===== src/rtl/alu_seq_ctrl_if.sv =====
// Bus between the execute-stage pipeline and the multi-cycle ALU sequencer.
// Handshake: an operation is accepted on a rising clk edge where start=1 and
// ready=1; ready is high exactly while the sequencer is idle, a start seen
// while busy is dropped (not queued), and every accepted operation produces
// exactly one single-cycle done pulse unless reset aborts it first.
interface alu_seq_ctrl_if #(
   parameter int WIDTH = 32
);
   logic             start;
   logic [2:0]       sel;
   logic [WIDTH-1:0] a;
   logic [WIDTH-1:0] b;
   logic             ready;
   logic             busy;
   logic             done;
   logic [WIDTH-1:0] result;
   logic [WIDTH-1:0] hi;
   logic             div_zero;
   logic [1:0]       state_dbg;

   modport master (
      output start, sel, a, b,
      input  ready, busy, done, result, hi, div_zero, state_dbg
   );

   modport slave (
      input  start, sel, a, b,
      output ready, busy, done, result, hi, div_zero, state_dbg
   );
endinterface


===== src/rtl/alu_seq_ctrl.sv =====
// Multi-cycle ALU sequencer: logic/add/sub/slt finish in one cycle, MUL is an
// iterative unsigned shift-add and DIV an iterative unsigned restoring divide,
// each taking WIDTH cycles while busy stalls the pipeline.
module alu_seq_ctrl #(
   parameter int WIDTH = 32
) (
   input logic          clk,
   input logic          rst,
   alu_seq_ctrl_if.slave bus
);
   localparam int CW = $clog2(WIDTH + 1);

   localparam logic [2:0] SEL_AND = 3'b001;
   localparam logic [2:0] SEL_OR  = 3'b010;
   localparam logic [2:0] SEL_SUB = 3'b011;
   localparam logic [2:0] SEL_MUL = 3'b100;
   localparam logic [2:0] SEL_DIV = 3'b101;
   localparam logic [2:0] SEL_ADD = 3'b110;
   localparam logic [2:0] SEL_SLT = 3'b111;

   typedef enum logic [1:0] {
      S_IDLE = 2'd0,
      S_MUL  = 2'd1,
      S_DIV  = 2'd2
   } state_t;

   state_t             state;
   logic [CW-1:0]      count;
   logic [2*WIDTH-1:0] acc;       // MUL product accumulator
   logic [2*WIDTH-1:0] mcand;     // multiplicand, shifted left each step
   logic [WIDTH-1:0]   shreg;     // MUL: multiplier (shifts right); DIV: dividend in, quotient out
   logic [WIDTH-1:0]   divisor;
   logic [WIDTH-1:0]   rem;

   logic [2*WIDTH-1:0] acc_next;
   logic [WIDTH:0]     rem_sh;
   logic               q_bit;
   logic [WIDTH-1:0]   rem_next;
   logic [WIDTH-1:0]   quot_next;
   logic               last_iter;

   assign bus.ready     = (state == S_IDLE);
   assign bus.busy      = ~bus.ready;
   assign bus.state_dbg = state;

   // One iteration step of the multiplier and of the divider.
   always_comb begin
      acc_next  = acc;
      rem_sh    = '0;
      q_bit     = 1'b0;
      rem_next  = rem;
      quot_next = shreg;
      last_iter = (count == CW'(WIDTH - 1));
      if (shreg[0]) begin
         acc_next = acc + mcand;
      end
      // The partial remainder stays below the divisor, so the difference
      // always fits in WIDTH bits even though the compare needs WIDTH+1.
      rem_sh    = {rem, shreg[WIDTH-1]};
      q_bit     = (rem_sh >= {1'b0, divisor});
      rem_next  = q_bit ? (rem_sh[WIDTH-1:0] - divisor) : rem_sh[WIDTH-1:0];
      quot_next = {shreg[WIDTH-2:0], q_bit};
   end

   // Sequencer FSM with registered result, hi, div_zero and done.
   always_ff @(posedge clk) begin
      if (rst) begin
         state        <= S_IDLE;
         count        <= '0;
         acc          <= '0;
         mcand        <= '0;
         shreg        <= '0;
         divisor      <= '0;
         rem          <= '0;
         bus.done     <= 1'b0;
         bus.result   <= '0;
         bus.hi       <= '0;
         bus.div_zero <= 1'b0;
      end else begin
         bus.done <= 1'b0;
         case (state)
            S_IDLE: begin
               if (bus.start) begin
                  case (bus.sel)
                     SEL_AND, SEL_OR, SEL_SUB, SEL_ADD, SEL_SLT: begin
                        case (bus.sel)
                           SEL_AND: bus.result <= bus.a & bus.b;
                           SEL_OR:  bus.result <= bus.a | bus.b;
                           SEL_SUB: bus.result <= bus.a - bus.b;
                           SEL_ADD: bus.result <= bus.a + bus.b;
                           default: bus.result <= {{(WIDTH-1){1'b0}},
                                                   ($signed(bus.a) < $signed(bus.b))};
                        endcase
                        bus.hi       <= '0;
                        bus.div_zero <= 1'b0;
                        bus.done     <= 1'b1;
                     end
                     SEL_MUL: begin
                        acc   <= '0;
                        mcand <= {{WIDTH{1'b0}}, bus.a};
                        shreg <= bus.b;
                        count <= '0;
                        state <= S_MUL;
                     end
                     SEL_DIV: begin
                        if (bus.b == '0) begin
                           // Divide by zero resolves immediately without iterating.
                           bus.result   <= '1;
                           bus.hi       <= bus.a;
                           bus.div_zero <= 1'b1;
                           bus.done     <= 1'b1;
                        end else begin
                           shreg   <= bus.a;
                           divisor <= bus.b;
                           rem     <= '0;
                           count   <= '0;
                           state   <= S_DIV;
                        end
                     end
                     default: begin
                        // NOP completes but leaves the result registers alone.
                        bus.done <= 1'b1;
                     end
                  endcase
               end
            end
            S_MUL: begin
               acc   <= acc_next;
               mcand <= mcand << 1;
               shreg <= shreg >> 1;
               count <= count + CW'(1);
               if (last_iter) begin
                  bus.result   <= acc_next[WIDTH-1:0];
                  bus.hi       <= acc_next[2*WIDTH-1:WIDTH];
                  bus.div_zero <= 1'b0;
                  bus.done     <= 1'b1;
                  state        <= S_IDLE;
               end
            end
            S_DIV: begin
               rem   <= rem_next;
               shreg <= quot_next;
               count <= count + CW'(1);
               if (last_iter) begin
                  bus.result   <= quot_next;
                  bus.hi       <= rem_next;
                  bus.div_zero <= 1'b0;
                  bus.done     <= 1'b1;
                  state        <= S_IDLE;
               end
            end
            default: state <= S_IDLE;
         endcase
      end
   end
endmodule

===== src/flat_wrapper.sv =====
// flat-port wrapper written by rule: the top's interface ports become plain ports
module alu_seq_ctrl_flat 
#(
   parameter int WIDTH = 32
)
  (clk, rst, bus_start, bus_sel, bus_a, bus_b, bus_ready, bus_busy, bus_done, bus_result, bus_hi, bus_div_zero, bus_state_dbg);
  alu_seq_ctrl_if #(.WIDTH(WIDTH)) bus_i ();
  input logic clk;
  input logic rst;
  input wire logic [$bits(bus_i.start)-1:0] bus_start;
  input wire logic [$bits(bus_i.sel)-1:0] bus_sel;
  input wire logic [$bits(bus_i.a)-1:0] bus_a;
  input wire logic [$bits(bus_i.b)-1:0] bus_b;
  output wire logic [$bits(bus_i.ready)-1:0] bus_ready;
  output wire logic [$bits(bus_i.busy)-1:0] bus_busy;
  output wire logic [$bits(bus_i.done)-1:0] bus_done;
  output wire logic [$bits(bus_i.result)-1:0] bus_result;
  output wire logic [$bits(bus_i.hi)-1:0] bus_hi;
  output wire logic [$bits(bus_i.div_zero)-1:0] bus_div_zero;
  output wire logic [$bits(bus_i.state_dbg)-1:0] bus_state_dbg;
  assign bus_i.start = bus_start;
  assign bus_i.sel = bus_sel;
  assign bus_i.a = bus_a;
  assign bus_i.b = bus_b;
  assign bus_ready = bus_i.ready;
  assign bus_busy = bus_i.busy;
  assign bus_done = bus_i.done;
  assign bus_result = bus_i.result;
  assign bus_hi = bus_i.hi;
  assign bus_div_zero = bus_i.div_zero;
  assign bus_state_dbg = bus_i.state_dbg;
  alu_seq_ctrl #(.WIDTH(WIDTH)) u_core (.clk(clk), .rst(rst), .bus(bus_i));
endmodule

===== config.mk =====
export PLATFORM = sky130hd
export DESIGN_NAME = alu_seq_ctrl_flat
export DESIGN_NICKNAME = d
export VERILOG_FILES = /design/src/rtl/alu_seq_ctrl_if.sv /design/src/rtl/alu_seq_ctrl.sv /design/src/flat_wrapper.sv
export SDC_FILE = /design/constraint.sdc
export NUM_CORES = 1
export LEC_CHECK = 0
export ABC_AREA = 1
export BUFFER_PORTS_ARGS = -buffer_cell sky130_fd_sc_hd__buf_4
export CORE_UTILIZATION = 54
export DETAILED_ROUTE_END_ITERATION = 6
export MAX_ROUTING_LAYER = met4
export PLACE_DENSITY = 0.72
export SYNTH_ARGS = -nofsm -noshare
export SYNTH_HDL_FRONTEND = slang
export SYNTH_SLANG_ARGS = --single-unit

===== constraint.sdc =====
create_clock -name clk -period 2.8 [get_ports clk]
set_input_delay 0.14 -clock clk [delete_from_list [all_inputs] [get_ports clk]]
set_output_delay 0.14 -clock clk [all_outputs]
set_load 0.05 [all_outputs]

Word level (Yosys, flattened, before mapping) --
Cells that the tools add are included.
Word-level totals: memories 0, ROM bits 0, bits in latches 0, flip-flop bits (word level) 298, memory bits (writable) 0, output and inout bits 70, input bits 70
Cells by class: multipliers 0, bitwise logic cells 4, add/subtract/negate cells 5, reductions and logical operators 16, muxes and demuxes 48, shifts and indexed selects 0, div/mod/pow operators 0, equality and inequality tests 21, $lt $le $gt $ge 2
Operators by type and width (number):
- 32-bit 2-to-1 mux | 14
- 64-bit 2-to-1 mux | 5
- 32-bit case mux with 3 select lines | 3
- 32-bit case mux with 2 select lines | 4
- 64-bit case mux with 2 select lines | 2
- 32-bit case mux with 4 select lines | 1
- 64-bit adder | 1
- 32-bit subtractor | 2
- 33-bit by 32-bit >= comparator with 1-bit output | 1
- 32-bit adder | 1
- 32-bit bitwise AND | 1
- 32-bit zero test | 1
- 32-bit less-than comparator | 1
- 32-bit bitwise OR | 1
- 6-bit case mux with 2 select lines | 2
- 4-bit AND reduction | 5
- 3-bit equality test, second input constant | 4
- 6-bit 2-to-1 mux | 2
- 3-bit inequality test, second input constant | 4
- 2-bit inequality test, second input constant | 4
- 1-bit case mux with 2 select lines | 4
- 2-bit case mux with 2 select lines | 2
- 6-bit by 1-bit adder with 6-bit output, second input constant | 1
- 3-bit by 2-bit equality test with 1-bit output, second input constant | 2
- 16 further kinds | 28

Longest topological paths before layout --
depth after elaboration 5, mapped depth 21, depth with buffers taken out 21

Least setup slack after synthesis --
OpenSTA, ideal clock, no wires.
kind reg-to-reg, start reg u_core.state[0], in the netlist u_core.bus.state_dbg[0], end reg u_core.bus.result[29], buffers on the path 2, period minus slack after synthesis 3088 ps, data required time 2682 ps, data arrival time 2971 ps, stages on the path, launching flop included 13, setup slack -288 ps, cells stage by stage dfxtp_1 -> inv_1 -> ha_1 -> buf_2 -> inv_1 -> nor2_1 -> nor4_2 -> nand3_1 -> buf_2 -> nor2_1 -> nand2_1 -> a21oi_1 -> nor2_1
On the way: word-level cells in the longest chain between the ends 3, elaborated cells on any way between the ends 11
Ends and longest elaborated chain:
- start: declaration | line alu_seq_ctrl.sv:27 | state_t state;
- start signal: assignment | line alu_seq_ctrl.sv:68 | state <= S_IDLE;
- start signal: assignment | line alu_seq_ctrl.sv:103 | state <= S_MUL;
- start signal: assignment | line alu_seq_ctrl.sv:117 | state <= S_DIV;
- 2-bit zero test *
- net bus_ready | line flat_wrapper.sv:14 | output wire logic [$bits(bus_i.ready)-1:0] bus_ready;
- 3-bit inequality test (no line) (tied with other cells)
- 6-bit AND reduction (no line)
- end signal: assignment | line alu_seq_ctrl.sv:87 | SEL_AND: bus.result <= bus.a & bus.b;
- end signal: assignment | line alu_seq_ctrl.sv:88 | SEL_OR: bus.result <= bus.a | bus.b;
- end signal: assignment | line alu_seq_ctrl.sv:89 | SEL_SUB: bus.result <= bus.a - bus.b;
- end: declaration | line alu_seq_ctrl_if.sv:28 | output ready, busy, done, result, hi, div_zero, state_dbg
The timed path passes the listed nets; every way through them passes the cells marked *. A chain may end at the register's enable or synchronous reset.

Worst setup path in the final report --
start reg u_core.acc[7], end reg u_core.bus.hi[17]
On the way: word-level cells in the longest chain between the ends 4
Ends and longest elaborated chain:
- start: declaration | line alu_seq_ctrl.sv:29 | logic [2*WIDTH-1:0] acc;
- start signal: assignment | line alu_seq_ctrl.sv:128 | acc <= acc_next;
- 64-bit adder | line alu_seq_ctrl.sv:55 | acc_next = acc + mcand;
- 64-bit 2-to-1 mux | line alu_seq_ctrl.sv:54 | if (shreg[0]) begin
- 32-bit 2-to-1 mux | line alu_seq_ctrl.sv:132 | if (last_iter) begin
- 32-bit case mux with 3 select lines | line alu_seq_ctrl.sv:81 | case (state)
- end signal: assignment | line alu_seq_ctrl.sv:109 | bus.hi <= bus.a;
- end signal: assignment | line alu_seq_ctrl.sv:134 | bus.hi <= acc_next[2*WIDTH-1:WIDTH];
- end signal: assignment | line alu_seq_ctrl.sv:146 | bus.hi <= rem_next;
- end: declaration | line alu_seq_ctrl_if.sv:28
Every way passes these cells. The select of a mux whose other input is x is not followed.

==> flow_metrics.env <==
export IMPL_grt_remaining_overflow=0
export IMPL_required_ps=3310
export IMPL_worstPathMaxFanout=4
export IMPL_fmax_mhz=365
export IMPL_cts_buffer_depth=3
export IMPL_syn_area_um2=27600
export IMPL_grtUsageTotal=0.455
export IMPL_power_density_nw_per_um2=989
export IMPL_async_reset_ff_frac=0
export IMPL_worst_ir_drop_vdd_v=0.000721
export IMPL_drt_pass1_iter_count=6
export IMPL_cts_root_buf="clkbuf_16"
export IMPL_antenna_found_initial=3
export IMPL_drv_cap=0
export IMPL_grt_pass1_wl_um=178000
export IMPL_min_path_type="in -> reg"
export IMPL_cp_end_kind="register"
export IMPL_hold_violations=0
export IMPL_die_area_um2=52100
export IMPL_h_tree_depth=2
export IMPL_synth_seq_cells=298
export IMPL_die_w_um=228
export IMPL_drt_first_iter_violations=4424
export IMPL_crit_type="reg -> reg"
export IMPL_total_power_mw=32.1
export IMPL_area_growth_pct=17.6
export IMPL_synth_edf_count=0
export IMPL_clock_sinks=298
export IMPL_synth_ff_type="dfxtp_1"
export IMPL_die_h_um=228
export IMPL_worst_slack_ps=57.1
export IMPL_coreArea_um2=50300
export IMPL_cp_start_kind="register"
export IMPL_nets=5410
export IMPL_port_buffers=139
export IMPL_mostFrequentLayoutCells="nand2_1, inv_1, nor2_1"
export IMPL_leakagePower_nw=16.9
export IMPL_setup_viol=0
export IMPL_ys_seq_area_frac=0.216
export IMPL_post_dp_cell_area_um2=30800
export IMPL_tightest_slew_ps=773
export IMPL_ys_top_cells_by_area="dfxtp_1, nand2_1, inv_1, ha_1, a21oi_1"
export IMPL_hpwl_um=94900
export IMPL_clk_latency_ps=570
export IMPL_wirelength_um=119000
export IMPL_synth_top_area_cell="dfxtp_1"
export IMPL_vias=33600
export IMPL_final_design_area_no_fill_um2=32500
export IMPL_gp_congestion=1.11
export IMPL_grt_max_degree=111
export IMPL_layout_drive_gt1_share=0.107
export IMPL_cts_tree="done"
export IMPL_synth_top_area_frac=0.216
export IMPL_slew_violations=0
export IMPL_netlist_instances=4869
export IMPL_mostFrequentLayoutCell="nand2_1"
export IMPL_grt_pass1_vias=30500
export IMPL_ys_types=54
export IMPL_clk_pin_slew_ps=60
export IMPL_ios=140
export IMPL_drc=0
export IMPL_wl_per_cell_um=20.3
export IMPL_fp_row_count=82
export IMPL_critPathArrivalTime_ps=3250
export IMPL_period_minus_slack_ps=2740
export IMPL_fin_skew_ps=33.5
export IMPL_syn_nets=5139
export IMPL_routed_via_density=5.76
export IMPL_place_ws_ps=99.9
export IMPL_outcome="completed"
export IMPL_ant_nets=0
export IMPL_ys_warn_count=0
export IMPL_syn_area_per_cell_um2=5.67
export IMPL_post_route_period_util=0.980
export IMPL_start_util=0.549
export IMPL_cts_made_buffers=36
export IMPL_slew_headroom=0.484
[state kept, by name (all words and copies together) (netlist names)]
name and count:
u_core.rem 32, u_core.divisor 32, u_core.bus.result 32, u_core.shreg 32
u_core.bus.div_zero 1, u_core.mcand 64, u_core.bus.done 1, u_core.acc 64
u_core.bus.hi 32, u_core.bus.state_dbg 2, u_core.count 6
[critical path: stages, from the launching register on]
cell	delay [ps]
dfxtp_1	330
ha_1	360
nand2_1	120
nor2_1	260
nand3_1	170
nand3_1	230
nand2_1	80
nand2_1	140
nand3_1	230
nand2_1	130
nand2_1	60
nand3_1	80
nand2_1	180
nand2_1	100
nand2_1	60
a21oi_2	140
[final timing paths]
| kind | slack (ps) | cells past startpoint | to | start |
|---|---|---|---|---|
| worst max-delay path | 60 | 15 | u_core.bus.hi[17] | u_core.acc[7] |
| worst min-delay path | 40 | 3 | u_core.divisor[13] | bus_b[13] |
| worst max register to register | 60 | 15 | u_core.bus.hi[17] | u_core.acc[7] |
| worst min register to register | 470 | 2 | u_core.shreg[23] | u_core.shreg[23] |
[power by group]
| group | switching (mW) | internal (mW) | leakage (nW) |
|---|---|---|---|
| Clock | 2.08 | 2.92 | 0.590 |
| Sequential | 0.964 | 5.32 | 2.44 |
| Combinational | 13.9 | 6.88 | 13.9 |
[per-layer routing]
metal | global-route usage | up-vias | routed length, µm
met1 | 0.600 | 15300 | 49200
met3 | 0.0958 | 335 | 13800
met2 | 0.646 | 1935 | 48200
li1 | - | 16100 | -
met5 | - | - | 0
met4 | 0.249 | 0 | 7560
[area by class of cell]
class	count	area (µm²)
Clock inverter	21	283
Inverter	758	2860
Clock buffer	44	951
Tap cell	672	841
Sequential cell	298	5970
Multi-Input combinational cell	3623	18100
Fill cell	4889	17800
Timing Repair Buffer	423	3440
Antenna cell	4	10.0
[cell families after synthesis]
family	Yosys count	share of synthesized area
buffers and inverters	948	0.134
AOI/OAI and AO/OA	984	0.188
and+or+nand+nor	2399	0.358
DFF	298	0.216
xor gates and xnor gates	40	0.0127
adders and majority gates	200	0.0917
[Yosys cell counts (3+ instances only)]
cell,n
buf_1,19
nand2_2,5
a211oi_1,3
nand2_4,10
a21o_1,5
nand4_1,34
o211ai_1,4
dfxtp_1,298
inv_2,10
o21ai_0,424
nor2_2,7
nor2_1,474
nand3b_1,20
xnor2_1,10
nand2_1,1450
xor2_1,30
nand3_2,12
buf_4,6
clkbuf_1,119
o21ai_1,8
fa_1,4
inv_1,745
o221ai_1,8
buf_6,6
o21bai_1,11
ha_1,196
nand3_1,329
a31oi_1,46
buf_2,37
o21a_1,3
a221oi_1,3
o22ai_1,12
a21oi_1,439
and2_1,6
a21oi_2,11
nor3_1,32
nor4_1,11
[what timing repair did]
| action | in CTS | in global routing |
|---|---|---|
| resized for setup | 0 | 40 |
| endpoints found under the setup margin | 0 | 59 |
| buffers inserted | 0 | 2 |
| hold buffers | 32 | 0 |
| endpoints found under the hold margin | 32 | 0 |
[metrics by stage]
step / util / std cells / hold WS, ps / setup TNS [ps]
finish: 0.646 / 5843 / 36.6 / 0
global route: 0.646 / 5842 / 35.4 / -39.5
CTS: 0.643 / 5837 / 0.105 / 0
detailed placement: 0.613 / 5740 / 455 / 0
global placement: 0.613 / 5740 / 441 / 0
floorplan: - / 4869 / 301 / 0
(Power assumes the default switching activity.)
